**src/rtl/clk_gen_pkg.sv**
```systemverilog
// Shared types and helpers for the programmable multi-channel divider.
// Shared by the channel slice and the top-level write decode.
package clk_gen_pkg;

  localparam int DEF_CNT_W = 16;
  localparam int MIN_DIV   = 2;

  typedef struct packed {
    logic [DEF_CNT_W-1:0] div;
    logic [DEF_CNT_W-1:0] high;
  } clk_cfg_t;

  // Periods below two cycles cannot show a high and a low phase.
  function automatic logic [31:0] clamp_div(input logic [31:0] d);
    return (d < 32'(MIN_DIV)) ? 32'(MIN_DIV) : d;
  endfunction

endpackage

```
**src/rtl/clk_div_channel.sv**
```systemverilog
// One divider channel: counter, shadow/active config, idle/run control.
// All outputs come straight from flops.
module clk_div_channel
  import clk_gen_pkg::*;
#(
  parameter int CNT_W        = DEF_CNT_W,
  parameter int DEFAULT_DIV  = 100,
  parameter int DEFAULT_HIGH = 50
) (
  input  logic             clk,
  input  logic             rst_n,
  input  logic             en,
  input  logic             sync,
  input  logic             cfg_we,
  input  logic [CNT_W-1:0] cfg_div,
  input  logic [CNT_W-1:0] cfg_high,
  output logic             cfg_pend,
  output logic             clk_out,
  output logic             tick,
  output logic             running
);

  typedef struct packed {
    logic [CNT_W-1:0] div;
    logic [CNT_W-1:0] high;
  } cfg_t;

  cfg_t             act;
  cfg_t             shd;
  cfg_t             wr;
  cfg_t             src;
  cfg_t             nxt_act;
  cfg_t             nxt_shd;
  logic [CNT_W-1:0] cnt;
  logic [CNT_W-1:0] nxt_cnt;
  logic             nxt_pend;
  logic             nxt_run;
  logic             nxt_tick;
  logic             nxt_clk;
  logic             wrap;
  logic             apply;

  always_comb begin
    wr       = '{div: cfg_div, high: cfg_high};
    src      = cfg_we ? wr : shd;
    wrap     = running && (cnt >= act.div - 1'b1);
    apply    = !running || sync || wrap;
    nxt_act  = act;
    nxt_shd  = shd;
    nxt_pend = cfg_pend;
    nxt_cnt  = '0;
    nxt_run  = 1'b0;
    nxt_tick = 1'b0;
    nxt_clk  = 1'b0;
    if (cfg_we)
      nxt_shd = wr;
    // A write landing on an apply edge goes live without ever pending.
    if ((cfg_we || cfg_pend) && apply) begin
      nxt_act.div  = CNT_W'(clamp_div(32'(src.div)));
      nxt_act.high = src.high;
      nxt_pend     = 1'b0;
    end else if (cfg_we) begin
      nxt_pend = 1'b1;
    end
    if (en) begin
      nxt_run  = 1'b1;
      nxt_cnt  = apply ? '0 : cnt + 1'b1;
      nxt_tick = (nxt_cnt == '0);
      nxt_clk  = (nxt_cnt < nxt_act.high);
    end
  end

  always_ff @(posedge clk) begin
    if (!rst_n) begin
      act.div  <= CNT_W'(clamp_div(32'(DEFAULT_DIV)));
      act.high <= CNT_W'(DEFAULT_HIGH);
      shd      <= '0;
      cnt      <= '0;
      cfg_pend <= 1'b0;
      running  <= 1'b0;
      tick     <= 1'b0;
      clk_out  <= 1'b0;
    end else begin
      act      <= nxt_act;
      shd      <= nxt_shd;
      cnt      <= nxt_cnt;
      cfg_pend <= nxt_pend;
      running  <= nxt_run;
      tick     <= nxt_tick;
      clk_out  <= nxt_clk;
    end
  end

endmodule

```
**src/rtl/multi_clk_div_gen.sv**
```systemverilog
// Multi-channel programmable clock divider / tick generator.
// Top decodes config writes and fans SYNC out to every channel.
module multi_clk_div_gen
  import clk_gen_pkg::*;
#(
  parameter int NUM_CH       = 4,
  parameter int CNT_W        = DEF_CNT_W,
  parameter int DEFAULT_DIV  = 100,
  parameter int DEFAULT_HIGH = 50,
  localparam int SEL_W       = (NUM_CH > 1) ? $clog2(NUM_CH) : 1
) (
  input  logic              CLK,
  input  logic              RESETN,
  input  logic [NUM_CH-1:0] EN,
  input  logic              SYNC,
  input  logic              CFG_WE,
  input  logic [SEL_W-1:0]  CFG_SEL,
  input  logic [CNT_W-1:0]  CFG_DIV,
  input  logic [CNT_W-1:0]  CFG_HIGH,
  output logic [NUM_CH-1:0] CFG_PEND,
  output logic [NUM_CH-1:0] CLK_OUT,
  output logic [NUM_CH-1:0] TICK,
  output logic [NUM_CH-1:0] RUNNING
);

  logic [NUM_CH-1:0] ch_we;

  // Indices past NUM_CH match no channel, so such writes vanish.
  always_comb begin
    ch_we = '0;
    for (int i = 0; i < NUM_CH; i++)
      ch_we[i] = CFG_WE && (CFG_SEL == SEL_W'(i));
  end

  for (genvar g = 0; g < NUM_CH; g++) begin : g_ch
    clk_div_channel #(
      .CNT_W       (CNT_W),
      .DEFAULT_DIV (DEFAULT_DIV),
      .DEFAULT_HIGH(DEFAULT_HIGH)
    ) u_ch (
      .clk     (CLK),
      .rst_n   (RESETN),
      .en      (EN[g]),
      .sync    (SYNC),
      .cfg_we  (ch_we[g]),
      .cfg_div (CFG_DIV),
      .cfg_high(CFG_HIGH),
      .cfg_pend(CFG_PEND[g]),
      .clk_out (CLK_OUT[g]),
      .tick    (TICK[g]),
      .running (RUNNING[g])
    );
  end

endmodule
```
**config.mk**
```make
export PLATFORM = sky130hd
export DESIGN_NAME = multi_clk_div_gen
export DESIGN_NICKNAME = d
export VERILOG_FILES = /design/src/rtl/clk_gen_pkg.sv /design/src/rtl/clk_div_channel.sv /design/src/rtl/multi_clk_div_gen.sv
export SDC_FILE = /design/constraint.sdc
export NUM_CORES = 1
export LEC_CHECK = 0
export BUFFER_PORTS_ARGS = -buffer_cell sky130_fd_sc_hd__buf_2
export CORE_ASPECT_RATIO = 0.5
export CORE_MARGIN = 10
export CORE_UTILIZATION = 45
export DETAILED_ROUTE_END_ITERATION = 10
export MAX_ROUTING_LAYER = met4
export PLACE_DENSITY_LB_ADDON = 0.2
export SLEW_MARGIN = 30
export SYNTH_ARGS = -nofsm -noshare
export SYNTH_HDL_FRONTEND = slang
export SYNTH_SLANG_ARGS = --single-unit
```
**constraint.sdc**
```tcl
create_clock -name CLK -period 5.23 [get_ports CLK]
set_clock_uncertainty 0.15 [all_clocks]
set_input_delay 1.569 -clock CLK [delete_from_list [all_inputs] [get_ports CLK]]
set_output_delay 1.569 -clock CLK [all_outputs]
set_load 0.02 [all_outputs]
```
# Word level (Yosys, flattened, before mapping)
# Cells that the tools add are included.
# totals
regBits	336
inputBits	42
output_inout_bits	16
word_cells	121
# op_classes
addsub	8
order_cmp	12
eq_ne	3
n_mux	20
n_bitwise	1
reduce_logical	41
# op_table
cell	n
16-bit two-way mux	12
32-bit two-way mux	4
16-bit by 1-bit adder with 16-bit output (second input constant)	4
16-bit greater-or-equal comparator	4
16-bit logical NOT	4
16-bit < comparator	4
16-bit by 2-bit < comparator with 1-bit output (second input constant)	4
16-bit by 1-bit subtractor with 16-bit output (second input constant)	4
1-bit logical AND	12
1-bit logical OR	12
2-bit AND reduction	4
2-bit OR reduction	4
2-bit == test (second input constant)	2
1-bit logical NOT	4
1-bit two-way mux	4
2-bit by 1-bit == test with 1-bit output (second input constant)	1
2-bit logical NOT	1
1-bit inverter	1

# Logic depth before layout (Yosys ltp)
# depth
word_depth	7
ltp_mapped	22
depth_no_buf	21

# By module
# Synthesis repeated with hierarchy kept, for this count alone.
# unflattened
cells_unflattened	1858
hier_area_um2	17399.2
# modules_own_cells
module	n_inst	cells_per_inst	area_each_um2	seq_area_each_um2
clk_div_channel at g_ch[0].u_ch ...	2	463	4375.4	1681.6
clk_div_channel at g_ch[1].u_ch	1	464	4306.6	1681.6
clk_div_channel at g_ch[3].u_ch	1	464	4304.1	1681.6
multi_clk_div_gen	1	4	37.5	0.0

# Least setup slack after synthesis
# Ideal clock, no wire load.
# synth_path
path_kind	reg2reg
startpoint	register g_ch[2].u_ch.act[18] in the netlist's numbering
endpoint	register g_ch[2].u_ch.clk_out
setup_ns	0.058
arrival_ns	4.636
required_ns	5.022
path_slack_ns	0.386
path_stages_with_launch	22
n_path_buf	1
synth_period_minus_slack_ns	4.844
path_cell_list	dfxtp_1 > or3_4 > nor3_1 > nand3_1 > or2_2 > nor3_1 > xnor2_1 > ha_1 > nand4_1 > nor3_2 > o211ai_1 > o21a_1 > a21oi_2 > buf_4 > mux2i_1 > ha_1 > a21o_1 > a21o_1 > a221oi_1 > and4_1 > and3_1 > a211o_1
# synth_via
elab_chain_len	7
word_cells_on_any_way	8
cone_classes	add/sub (1); order compare (2); mux (2); reduce/logical (3)
# synth_lines
item	line	rtl
from (decl)	clk_div_channel.sv:28	cfg_t act;
from (signal assigned)	clk_div_channel.sv:84	act <= nxt_act;
16-bit by 1-bit subtractor with 16-bit output (*)	clk_div_channel.sv:46	wrap = running && (cnt >= act.div - 1'b1);
16-bit greater-or-equal comparator (*)	clk_div_channel.sv:46	
1-bit logical AND (*)	clk_div_channel.sv:46	
1-bit logical OR (*)	clk_div_channel.sv:47	apply = !running || sync || wrap;
1-bit logical AND	clk_div_channel.sv:58	if ((cfg_we || cfg_pend) && apply) begin
16-bit two-way mux	clk_div_channel.sv:58	
16-bit < comparator (*)	clk_div_channel.sv:69	nxt_clk = (nxt_cnt < nxt_act.high);
to (signal assigned)	clk_div_channel.sv:90	clk_out <= nxt_clk;
to (decl)	clk_div_channel.sv:18	output logic clk_out,
# Every way passes the cells marked *; elsewhere a longest branch is shown, timed or not.
# A chain may end at the register's enable or synchronous reset.

# Worst setup path in the final report
# layout_path
startpoint	register g_ch[3].u_ch.act[16] in the netlist's numbering
endpoint	register g_ch[3].u_ch.clk_out
# layout_via
elab_chain_len	7
word_cells_on_any_way	8
cone_classes	add/sub (1); order compare (2); mux (2); reduce/logical (3)
# layout_lines
item	line
from (decl)	clk_div_channel.sv:28
from (signal assigned)	clk_div_channel.sv:84
16-bit by 1-bit subtractor with 16-bit output (*)	clk_div_channel.sv:46
16-bit greater-or-equal comparator (*)	clk_div_channel.sv:46
1-bit logical AND (*)	clk_div_channel.sv:46
1-bit logical OR (*)	clk_div_channel.sv:47
1-bit logical AND	clk_div_channel.sv:58
16-bit two-way mux	clk_div_channel.sv:58
16-bit < comparator (*)	clk_div_channel.sv:69
to (signal assigned)	clk_div_channel.sv:90
to (decl)	clk_div_channel.sv:18
# Marks and branches as above.

==> flow_summary.json <==
{
  "status": "completed",
  "critPathLaunchType": "register",
  "path_buf_inv": 2,
  "finalHoldViolations": 0,
  "final.min_clock_period_ps": 4930,
  "antenna_found_initial": 1,
  "synth_top_cells_by_area": "dfxtp_1, ha_1, mux2i_1, nand2_1, nor2_1",
  "final_common_cell": "dfxtp_1",
  "synth_top_cell_by_area": "dfxtp_1",
  "viasPerCell": 5.47,
  "synth_cell_types": 76,
  "core_sq_um": 39100,
  "clockBufferDepth": 3,
  "worst_pin_slew_ps": 841,
  "gp_congestion": 0.880,
  "cts_hold_repair.buffers": 0,
  "end_kind": "register",
  "area_delta_synth_final_pct": 11.3,
  "setup-violations-final": 0,
  "cp.arrival_ps": 5200,
  "htree_levels": 2,
  "r2r_end": "g_ch[3].u_ch.clk_out$_SDFF_PN0_",
  "leakage_uw": 0.00803,
  "initial_core_util_pct": 45.9,
  "cp_cell_sequence": "inv_1 -> ha_1 -> nand2_1 -> or4_1 -> nand2b_1 -> nor4_2 -> xnor2_1 -> ha_1 -> nand4_1 -> nor2_2 -> a41oi_2 -> a31oi_4 -> buf_12 -> mux2i_1 -> ha_1 -> a21oi_1 -> nor2_1 -> a2111oi_2 -> or3_1 -> o211ai_1 -> o41ai_1",
  "min_period_over_period_pct": 94.3,
  "grt_pass1_vias": 13870,
  "cts-root-buf": "clkbuf_16",
  "netlist_area_sq_um": 17900,
  "relSlewSlack_pct": 43.9,
  "reg2reg_from": "g_ch[3].u_ch.act[16]$_SDFFE_PN0N_",
  "required_ps": 5500,
  "r2r_slack_ps": 300,
  "power_density_nw_per_um2": 288,
  "cts_tree": "done",
  "dieArea_sq_um": 48800,
  "drc": 0,
  "reg2reg_depth": 21,
  "placed_cells": 2638,
  "slowest_stage": "or4_1",
  "avgRoutedWirePerCell_microns": 18.2,
  "holdWs_ps": 297,
  "critPathTopFamily": "simple AND/OR/NAND/NOR gates",
  "drt_wl_total_microns": 49300,
  "cts_sinks": 336,
  "drive_gt1_share_pct": 10.1,
  "min_from": "g_ch[1].u_ch.act[9]$_SDFF_PN0_",
  "cts_buffers": 34,
  "drv_slew": 0,
  "nets": 2322,
  "dr_total_vias": 14801,
  "clk_pin_slew_ps": 60,
  "ys_seq_area_share_pct": 37.5,
  "synth_warnings": 0,
  "drtIter0Drc": 1172,
  "die_x_microns": 302,
  "detail-route-antenna-nets": 0,
  "dpl.hpwl_microns": 35200,
  "worstHoldEndpoint": "g_ch[1].u_ch.act[9]$_SDFF_PN0_",
  "synthesis.area_per_instance_sq_um": 8.43,
  "die_y_microns": 161,
  "grt_max_degree": 64,
  "grt_pass1_wl_microns": 77600,
  "final_cell_mix": "dfxtp_1, nand2_1, nor2_1, ha_1, mux2i_1",
  "max_freq_ghz": 0.203,
  "yosysTopAreaCellShare_pct": 37.5,
  "drtPass1Iterations": 5,
  "hold_class": "reg2reg",
  "drv_cap": 0,
  "track_usage_pct": 20.2,
  "dp_slack_ps": 105,
  "num_io_pins": 58,
  "synth-seq-cells": 336,
  "path_max_fanout": 14,
  "crit_top_cell": "ha_1",
  "synthesis.nets": 2303,
  "peakVddDrop_mv": 0.181,
  "row_count": 51,
  "whs_path_depth": 2,
  "synthFlopType": "dfxtp_1",
  "clock_latency_ps": 530,
  "ys_async_sr_fraction_pct": 0,
  "setup_ws_ps": 300,
  "io_buffers": 57,
  "synth_edf_count": 0,
  "overflow": 0,
  "crit_type": "reg2reg",
  "final_cells": 2707,
  "synthCells": 2129,
  "slowest_delay_ps": 460
}
-- Yosys cell counts, drive strengths merged (5+ instances only) --
master	number
dfxtp	336
nand2	333
nor2	269
ha	132
mux2i	125
o21ai	84
a21oi	77
nand3	71
xnor2	66
buf	62
clkbuf	60
and2	56
inv	46
xor2	45
nor3	41
nand4	35
nor4	34
o211ai	30
mux2	26
a211oi	23
a21o	17
nand2b	17
and4	16
and3	11
o32a	11
o21a	9
a31oi	7
nor2b	7
a2111oi	6
or4	6
nor3b	5
or2	5
or3	5
-- worst min-delay path, delay by kind of cell (launching register included) --
kind / cells / cell delay (ps)
flip-flops: 1 / 310
AND/OR/NAND/NOR: 1 / 50
AO/OA/AOI/OAI: 1 / 50
-- flip-flops by register name, indices dropped and copies added (netlist names) --
| signal | count |
|---|---|
| g_ch.u_ch.clk_out | 4 |
| g_ch.u_ch.shd | 128 |
| g_ch.u_ch.running | 4 |
| g_ch.u_ch.cfg_pend | 4 |
| g_ch.u_ch.cnt | 64 |
| g_ch.u_ch.act | 128 |
| g_ch.u_ch.tick | 4 |
-- where the power goes --
part | internal [uW] | switching (uW) | leakage (uW)
combinational | 196 | 337 | 0.00473
sequential | 2630 | 45.6 | 0.00273
clock | 1480 | 1060 | 0.000575
-- layout make-up --
cell class	instances	area, sq um
Antenna cell	3	7.51
Clock buffer	50	1030
Clock inverter	12	118
Fill cell	3683	19100
Inverter	46	174
Multi-Input combinational cell	1626	10600
Sequential cell	336	6730
Tap cell	530	663
Timing Repair Buffer	104	694
-- cell families after synthesis --
group	share of synthesized area, %
AO/OA/AOI/OAI	11.8
XOR/XNOR	5.42
adder cells (fa/ha/maj)	9.20
buffers and inverters	4.25
flip-flops	37.5
multiplexers	8.60
AND/OR/NAND/NOR	23.3
-- how the worst max path moves through the flow --
stage                     depth (start not counted)                         startpoint                         endpoint
final                                            21  g_ch[3].u_ch.act[16]$_SDFFE_PN0N_  g_ch[3].u_ch.clk_out$_SDFF_PN0_
after global routing                             21  g_ch[3].u_ch.act[16]$_SDFFE_PN0N_  g_ch[3].u_ch.clk_out$_SDFF_PN0_
after CTS                                        21  g_ch[2].u_ch.act[18]$_SDFFE_PN1N_  g_ch[2].u_ch.clk_out$_SDFF_PN0_
after detailed placement                         21  g_ch[2].u_ch.act[18]$_SDFFE_PN1N_  g_ch[2].u_ch.clk_out$_SDFF_PN0_
after global placement                           21  g_ch[2].u_ch.act[18]$_SDFFE_PN1N_  g_ch[2].u_ch.clk_out$_SDFF_PN0_
after floorplan                                  21  g_ch[2].u_ch.act[18]$_SDFFE_PN1N_  g_ch[2].u_ch.clk_out$_SDFF_PN0_
-- metal layers --
metal | track usage (%) | routed length [microns]
met5 | - | 0
met2 | 29.8 | 21000
met1 | 28.0 | 24300
met3 | 4.10 | 3120
met4 | 4.77 | 904
-- metrics by stage --
stage          cell area [sq um]  total power (uW)  util (%)  TNS (ps)
5_1_grt                    20000              5970      51.0     -30.5
6_report                   20000              5750      51.1         0
3_5_place_dp               18700              3250      47.8         0
2_1_floorplan              17900              3080         -         0
3_3_place_gp               18700              3250      47.8         0
4_1_cts                    19900              5790      50.8         0
-- what timing repair did --
item                                    4_1_cts  5_1_grt
gates resized for setup                       0       16
setup buffers                                 0        3
endpoints found under the setup margin        0        4
Power figures use the tool's default switching activity.
